### src/rtl/goodness_accum.sv
// Forward-Forward layer goodness accumulator.
// Consumes one post-neuron SRAM scan from POST_NEUR_MEM_BUS. It computes
// G = sum(ReLU(mem)^2) over all post-neurons in a 3-stage pipeline. It then
// registers the decision G > GOOD_THR and pulses DONE when G is final.
module goodness_accum #(
  parameter int OUTPUT_NEURON       = 256,
  parameter int POST_NEUR_PARALLEL  = 4,
  parameter int POST_NEUR_MEM_WIDTH = 12,
  parameter int ACC_WIDTH           = 32
) (
  input  logic                                          CLK,
  input  logic                                          RST_N,
  input  logic                                          START,
  input  logic                                          MEM_VALID,
  input  logic [POST_NEUR_MEM_WIDTH*POST_NEUR_PARALLEL-1:0] POST_NEUR_MEM_BUS,
  input  logic [ACC_WIDTH-1:0]                          GOOD_THR,
  output logic                                          BUSY,
  output logic                                          DONE,
  output logic [ACC_WIDTH-1:0]                          GOODNESS,
  output logic                                          GOOD_ABOVE_THR,
  output logic                                          SAT
);

  localparam int W      = POST_NEUR_MEM_WIDTH;
  localparam int P      = POST_NEUR_PARALLEL;
  localparam int NGROUP = OUTPUT_NEURON / POST_NEUR_PARALLEL;
  localparam int CNT_W  = (NGROUP > 1) ? $clog2(NGROUP) : 1;
  localparam int SQ_W   = 2 * (W - 1);
  localparam int SUM_W  = SQ_W + $clog2(P);
  localparam int EXT_W  = ((ACC_WIDTH > SUM_W) ? ACC_WIDTH : SUM_W) + 1;
  localparam logic [CNT_W-1:0] LAST_GROUP = CNT_W'(NGROUP - 1);

  typedef enum logic [1:0] {IDLE, ACCUM, FLUSH} state_t;

  state_t               state_reg;
  logic [CNT_W-1:0]     cnt_reg;
  logic                 busy_reg;
  logic                 done_reg;
  logic                 above_reg;
  logic                 sat_reg;
  logic [ACC_WIDTH-1:0] goodness_reg;

  logic                 s1_valid_reg;
  logic [SQ_W-1:0]      s1_sq_reg [P];
  logic                 s2_valid_reg;
  logic [SUM_W-1:0]     s2_sum_reg;

  logic [SQ_W-1:0]      sq_next [P];
  logic [SUM_W-1:0]     lane_sum_next;
  logic [EXT_W-1:0]     sum_ext;
  logic                 overflow;
  logic                 accept;

  // A beat is taken only while accumulating; a coincident START discards it.
  assign accept = (state_reg == ACCUM) && MEM_VALID && !START;

  // Per-lane ReLU and square. The sign bit selects zero, so 0x800 yields 0.
  for (genvar gi = 0; gi < P; gi++) begin : g_lane
    logic [W-1:0] mem_lane;
    logic [W-2:0] relu;
    assign mem_lane    = POST_NEUR_MEM_BUS[gi*W +: W];
    assign relu        = mem_lane[W-1] ? '0 : mem_lane[W-2:0];
    assign sq_next[gi] = SQ_W'(relu) * SQ_W'(relu);
  end

  // Reduce the registered lane squares into one beat sum.
  always_comb begin
    lane_sum_next = '0;
    for (int i = 0; i < P; i++) begin
      lane_sum_next = lane_sum_next + SUM_W'(s1_sq_reg[i]);
    end
  end

  // The adder is one bit wider than either operand, so any carry out of ACC_WIDTH means saturation.
  assign sum_ext  = EXT_W'(goodness_reg) + EXT_W'(s2_sum_reg);
  assign overflow = |sum_ext[EXT_W-1:ACC_WIDTH];

  // Pipeline data registers for S1 (squares) and S2 (beat sum).
  always_ff @(posedge CLK) begin
    if (!RST_N) begin
      for (int i = 0; i < P; i++) s1_sq_reg[i] <= '0;
      s2_sum_reg <= '0;
    end else begin
      if (accept) begin
        for (int i = 0; i < P; i++) s1_sq_reg[i] <= sq_next[i];
      end
      if (s1_valid_reg) s2_sum_reg <= lane_sum_next;
    end
  end

  // Scan FSM, valid pipeline, saturating accumulator and threshold decision.
  always_ff @(posedge CLK) begin
    if (!RST_N) begin
      state_reg    <= IDLE;
      cnt_reg      <= '0;
      busy_reg     <= 1'b0;
      done_reg     <= 1'b0;
      above_reg    <= 1'b0;
      sat_reg      <= 1'b0;
      goodness_reg <= '0;
      s1_valid_reg <= 1'b0;
      s2_valid_reg <= 1'b0;
    end else if (START) begin
      // START restarts from any state. In-flight beats are dropped.
      state_reg    <= ACCUM;
      cnt_reg      <= '0;
      busy_reg     <= 1'b1;
      done_reg     <= 1'b0;
      above_reg    <= 1'b0;
      sat_reg      <= 1'b0;
      goodness_reg <= '0;
      s1_valid_reg <= 1'b0;
      s2_valid_reg <= 1'b0;
    end else begin
      done_reg     <= 1'b0;
      s1_valid_reg <= accept;
      s2_valid_reg <= s1_valid_reg;
      if (s2_valid_reg) begin
        if (overflow) begin
          goodness_reg <= '1;
          sat_reg      <= 1'b1;
        end else begin
          goodness_reg <= sum_ext[ACC_WIDTH-1:0];
        end
      end
      case (state_reg)
        IDLE: ;
        ACCUM: begin
          if (MEM_VALID) begin
            if (cnt_reg == LAST_GROUP) begin
              cnt_reg   <= '0;
              state_reg <= FLUSH;
            end else begin
              cnt_reg <= cnt_reg + 1'b1;
            end
          end
        end
        FLUSH: begin
          // Pipeline drained: goodness_reg already holds the final sum.
          if (!s1_valid_reg && !s2_valid_reg) begin
            done_reg  <= 1'b1;
            busy_reg  <= 1'b0;
            above_reg <= (goodness_reg > GOOD_THR);
            state_reg <= IDLE;
          end
        end
        default: state_reg <= IDLE;
      endcase
    end
  end

  assign BUSY           = busy_reg;
  assign DONE           = done_reg;
  assign GOODNESS       = goodness_reg;
  assign GOOD_ABOVE_THR = above_reg;
  assign SAT            = sat_reg;

endmodule

### config.mk
export PLATFORM = sky130hd
export DESIGN_NAME = goodness_accum
export DESIGN_NICKNAME = d
export VERILOG_FILES = /design/src/rtl/goodness_accum.sv
export SDC_FILE = /design/constraint.sdc
export NUM_CORES = 1
export LEC_CHECK = 0
export CAP_MARGIN = 20
export CELL_PAD_IN_SITES_DETAIL_PLACEMENT = 0
export CELL_PAD_IN_SITES_GLOBAL_PLACEMENT = 1
export CORE_AREA = 8 8 310 312
export DETAILED_ROUTE_END_ITERATION = 7
export DIE_AREA = 0 0 318 320
export PLACE_DENSITY_LB_ADDON = 0.2
export SYNTH_ARGS = -nofsm -noshare
export SYNTH_HDL_FRONTEND = slang
export SYNTH_SLANG_ARGS = --single-unit
### constraint.sdc
create_clock -name CLK -period 10.6 [get_ports CLK]
set_input_delay 2.12 -clock CLK [delete_from_list [all_inputs] [get_ports CLK]]
set_output_delay 2.12 -clock CLK [all_outputs]
set_load 0.02 [all_outputs]
---- After elaboration in Yosys (flattened, before gate mapping) ----
Memory sizes are Yosys's and may differ from the RTL's.
Cells that the tools add are included.
storage, ports and cells
  flip-flop bits (word level) ............. 70
  memory bits (writable) .................. 88
  bits of input ports ..................... 84
  output and inout bits ................... 36
  logic and storage cells ................. 79
  memories kept ........................... 1
operators by class
  add/subtract/negate cells ............... 5
  multiply operators ...................... 4
  magnitude comparators ................... 1
  eq/ne operators ......................... 10
  muxes and demuxes ....................... 23
  bitwise logic cells ..................... 7
  reductions and logical operators ........ 17
memories
  name       depth  bits a word  read ports  clocked after memory_dff  wr ports  line  RTL
  s1_sq_reg  4      22           4           0                         4         44    logic [SQ_W-1:0] s1_sq_reg [P];
operators by type and width
  kind                 number
  $mul 11x11->22       4
  $mux 22              4
  $mux 11              4
  $add 32x24->33       1
  $gt 32x32->1         1
  $mux 32              1
  $add 23x22->24       1
  $add 24x22->24       1
  $add 22x22->23       1
  $mux 1               9
  $reduce_and 2->1     4
  $reduce_and 4->1     2
  $add 6x1->6 const B  1
  $eq 6x6->1 const B   1
  $mux 2               3
  $mux 6               1
  $ne 2x2->1 const B   3
  $ne 3x3->1 const B   2
  $pmux 2 s3           1
  $or 1x1->1           4
  $reduce_bool 2->1    2
  $logic_and 1x1->1    3
  $logic_not 1->1      3
  $ne 3x2->1 const B   1
  7 further kinds      9

---- Longest topological paths before layout ----
  depth after elaboration ................. 7
  gate-level depth with buffers ........... 24
  mapped depth without buffers ............ 22

---- Worst setup path before layout ----
No wires, ideal clock.
  path kind ............................... input to register
  from .................................... input port MEM_VALID
  to ...................................... memory s1_sq_reg[0][0] (netlist bit) (enable)
  setup time .............................. 0.642 ns
  arrival ................................. 8.384 ns
  data required time ...................... 9.958 ns
  path slack .............................. 1.573 ns
  cell stages on the path ................. 3
  buffers on the path ..................... 0
  path through ............................ inv_1 or2_2 o21ai_0
RTL lines
  element             line  RTL
  start: declaration  14    input logic MEM_VALID,
  end: declaration    44

==> out/metrics.yaml <==
drt_iter0_drc: 560
core.rowCount: 111
clk_pin_slew_worst_paths_ns: 0.07
wl_um: 58500
r2r_cells: 12
drive_above_1_share_pct: 3.525
slew_headroom_pct: 38.25
required_ns: 10.79
critPathSlowestCell: "nor2b_1"
dp_hpwl_um: 50570
pwr-share-comb_pct: 56.5
track_usage_pct: 11.69
fin_nets: 3201
post-place-ws_ns: 1.613
worstPathArrival_ns: 8.71
reg2reg_slack_ns: 6.64
critPathMaxStageDelay_ns: 0.81
seq_power_share_pct: 22.8
p_int_mw: 1.685
drc: 0
reg2reg_from: "s1_sq_reg[3][2]$_SDFFCE_PN0P_"
yosys_warnings: 0
h-tree-depth: 4
p_total_mw: 2.982
clockPowerShare_pct: 20.7
min_period_ns: 8.525
dpl_cell_area_sq_um: 25090
io_pins: 120
max_freq_mhz: 117.3
cts_buffer_depth: 2
numClockSinks: 154
dr.pass1.iters: 5
setup_tns_ns: 0
synth-seq-area-share_pct: 17.39
p_leak_nw: 12.41
finalInstanceArea_sq_um: 25690
post_cts_resized: 0
crit_path_end_kind: "flop"
cap_violations: 0
critPathCapture: "s1_sq_reg[2][20]$_SDFFCE_PN0P_"
grt_pass1_vias: 18220
die_area_sq_um: 101800
hold_class: "flop to flop"
grt_overflow: 0
r2r_end: "s2_sum_reg[15]$_SDFFE_PN0P_"
final_max_slew_viol_count: 0
fin_util_pct: 28.24
postCtsSetupRepairBufs: 0
worst_pin_slew_ns: 0.9243
vias: 16620
setup_viol: 0
whs_ns: 0.4561
start_util_pct: 24.81
cts_tree: "built"
critPathKind: "primary input to flop"
antenna_found_initial: 2
ys_ff_latch: 154
netlist_instances: 2455
syn_to_final_growth_pct: 13.84
core_area_sq_um: 90970
crit_start: "POST_NEUR_MEM_BUS[35]"
insertion_delay_ns: 0.45
grt_pass1_wl_um: 97700
synth_async_sr_flop_share_pct: 0
startpoint_type: "primary input"
outcome: "complete, no violations"
die_h_um: 320
cellPowerDensity_nw_per_um2: 116.1
finalHoldViolCount: 0
path_max_fanout: 13
postCtsHoldBufs: 0
final_cells: 3740
syn_area_sq_um: 22570
nFillCells: 9635
dp.cells: 3707
synth_edf_count: 84
cts_inserted_buffers: 17
finClkSkew_ns: 0.01371
swShare_pct: 43.48
largest_reg_flops: 84
synth_top_flop_cell: "edfxtp_1"
post_drt_wl_per_cell_um: 15.64
synth.avg_cell_area_sq_um: 9.193
die_w_um: 318
drtAntennaViolNets: 0
switching_power_mw: 1.297
peakVddDrop_mv: 0.1509
grt_setup_unrepaired: "false"
setup_ws_ns: 2.075
synth_cell_type_count: 83
globalplace.congestion: 0.8232
fin_crit_sh_pct: 80.42
grt_max_degree: 66
io_buffers: 119
vias_per_cell: 4.443
crit_chain: "clkdlybuf4s50_1 -> nor2b_1 -> nand2_1 -> fa_1 -> inv_1 -> fa_1 -> inv_1 -> fa_1 -> inv_1 -> fa_1 -> inv_1 -> fa_1 -> inv_1 -> ha_1 -> o21a_1 -> o211ai_1 -> a311oi_1 -> o311ai_1 -> or4b_1 -> a31oi_1 -> xor2_1 -> nor2_1"
cts_root_buffer: "clkbuf_16"
synthesized netlist by cell type (4+ instances only):
master	number	area, sq um
inv_1	481	1805
nand4_1	15	93.84
fa_1	296	5926
xnor2_1	41	359.1
o211a_1	5	50.05
nor2_1	139	521.8
a21o_1	44	330.3
edfxtp_1	84	2522
a211oi_1	15	112.6
a21boi_0	7	52.55
o21a_1	31	232.7
nor4_1	5	31.28
o21bai_1	11	82.58
dfxtp_1	70	1401
o31ai_1	4	30.03
a41oi_1	4	35.03
nand2_1	172	645.6
nand2b_1	14	87.58
o2111ai_1	4	35.03
a21oi_1	93	465.5
or3_1	17	106.4
and3_1	32	200.2
nand3b_1	4	30.03
ha_1	281	3516
or2_2	8	50.05
mux2i_1	12	120.1
nor2b_1	68	425.4
nor3b_1	11	82.58
nor3_1	31	155.2
a31oi_1	22	137.6
a211o_1	7	61.31
and4_1	4	35.03
xor2_1	68	595.6
o221a_2	4	45.04
and2_1	101	631.9
nand4b_1	6	52.55
mux2_2	4	45.04
o211ai_1	11	82.58
a21oi_2	15	131.4
o21ai_0	68	340.3
clkbuf_1	59	221.5
nand3_1	28	140.1
placed cells by master, fill, tap and decap left out, types with 68 or more instances in the layout:
cell type / Yosys / final
xor2_1: 68 / 68
nor2_1: 139 / 139
clkdlybuf4s50_1: 0 / 119
dfxtp_1: 70 / 70
ha_1: 281 / 281
fa_1: 296 / 296
inv_1: 481 / 481
a21oi_1: 93 / 93
nand2_1: 172 / 171
edfxtp_1: 84 / 84
and2_1: 101 / 101
power by group through the flow:
stage               Clock, mW  Combinational (mW)  Sequential [mW]
floorplan                   0                1.27            0.688
global placement            0                1.72            0.695
detailed placement          0                1.71            0.696
CTS                     0.638                1.73            0.682
global route            0.661                1.96            0.684
finish                  0.617                1.69            0.680
cell type report:
class	instances	area, sq um	area share [%]
clock inverters	15	172.7	0.6721
well taps	1186	1484	5.776
clock buffers	17	425.4	1.656
inverters	482	1809	7.042
multi-input cells	1755	16600	64.61
diodes	1	2.502	0.009740
flip-flops and latches	154	3924	15.27
repair buffers	130	1274	4.958
worst min-delay path by stage:
stage	start	end	cells after the start
2_1_floorplan	cnt_reg[5]$_SDFFE_PP0P_	cnt_reg[5]$_SDFFE_PP0P_	1
3_3_place_gp	SAT$_SDFFE_PP0P_	SAT$_SDFFE_PP0P_	2
3_5_place_dp	SAT$_SDFFE_PP0P_	SAT$_SDFFE_PP0P_	2
4_1_cts	SAT$_SDFFE_PP0P_	SAT$_SDFFE_PP0P_	2
5_1_grt	cnt_reg[5]$_SDFFE_PP0P_	cnt_reg[5]$_SDFFE_PP0P_	1
6_report	SAT$_SDFFE_PP0P_	SAT$_SDFFE_PP0P_	2
per-layer routing:
layer	share of wire [%]	global-route usage, %	vias to the layer above	routed length, um
li1	-	-	8193	-
met1	46	14.73	8166	26720
met2	51	21.54	211	29690
met3	2.2	1.250	43	1292
met4	1.4	2.285	2	801
met5	0.012	0	-	7
critical path: cells and delay by family:
family	cells	cell delay [ns]
AND/OR/NAND/NOR	4	1.51
XOR/XNOR	1	0.16
buffers and inverters	6	0.93
AO/OA/AOI/OAI	5	1.21
adder cells (fa/ha/maj)	6	2.78
cell families (layout without fill, tap and decap cells):
| group | count (synthesis) | in the layout | synth area share (%) |
|---|---|---|---|
| adder cells (fa/ha/maj) | 577 | 577 | 41.83 |
| buffers and inverters | 547 | 644 | 9.147 |
| multiplexers | 16 | 16 | 0.7318 |
| AO/OA/AOI/OAI | 382 | 382 | 11.52 |
| other | 2 | 4 | 0.03328 |
| AND/OR/NAND/NOR | 668 | 668 | 15.12 |
| XOR/XNOR | 109 | 109 | 4.230 |
| flip-flops | 154 | 154 | 17.39 |
Power figures use the tool's default switching activity.
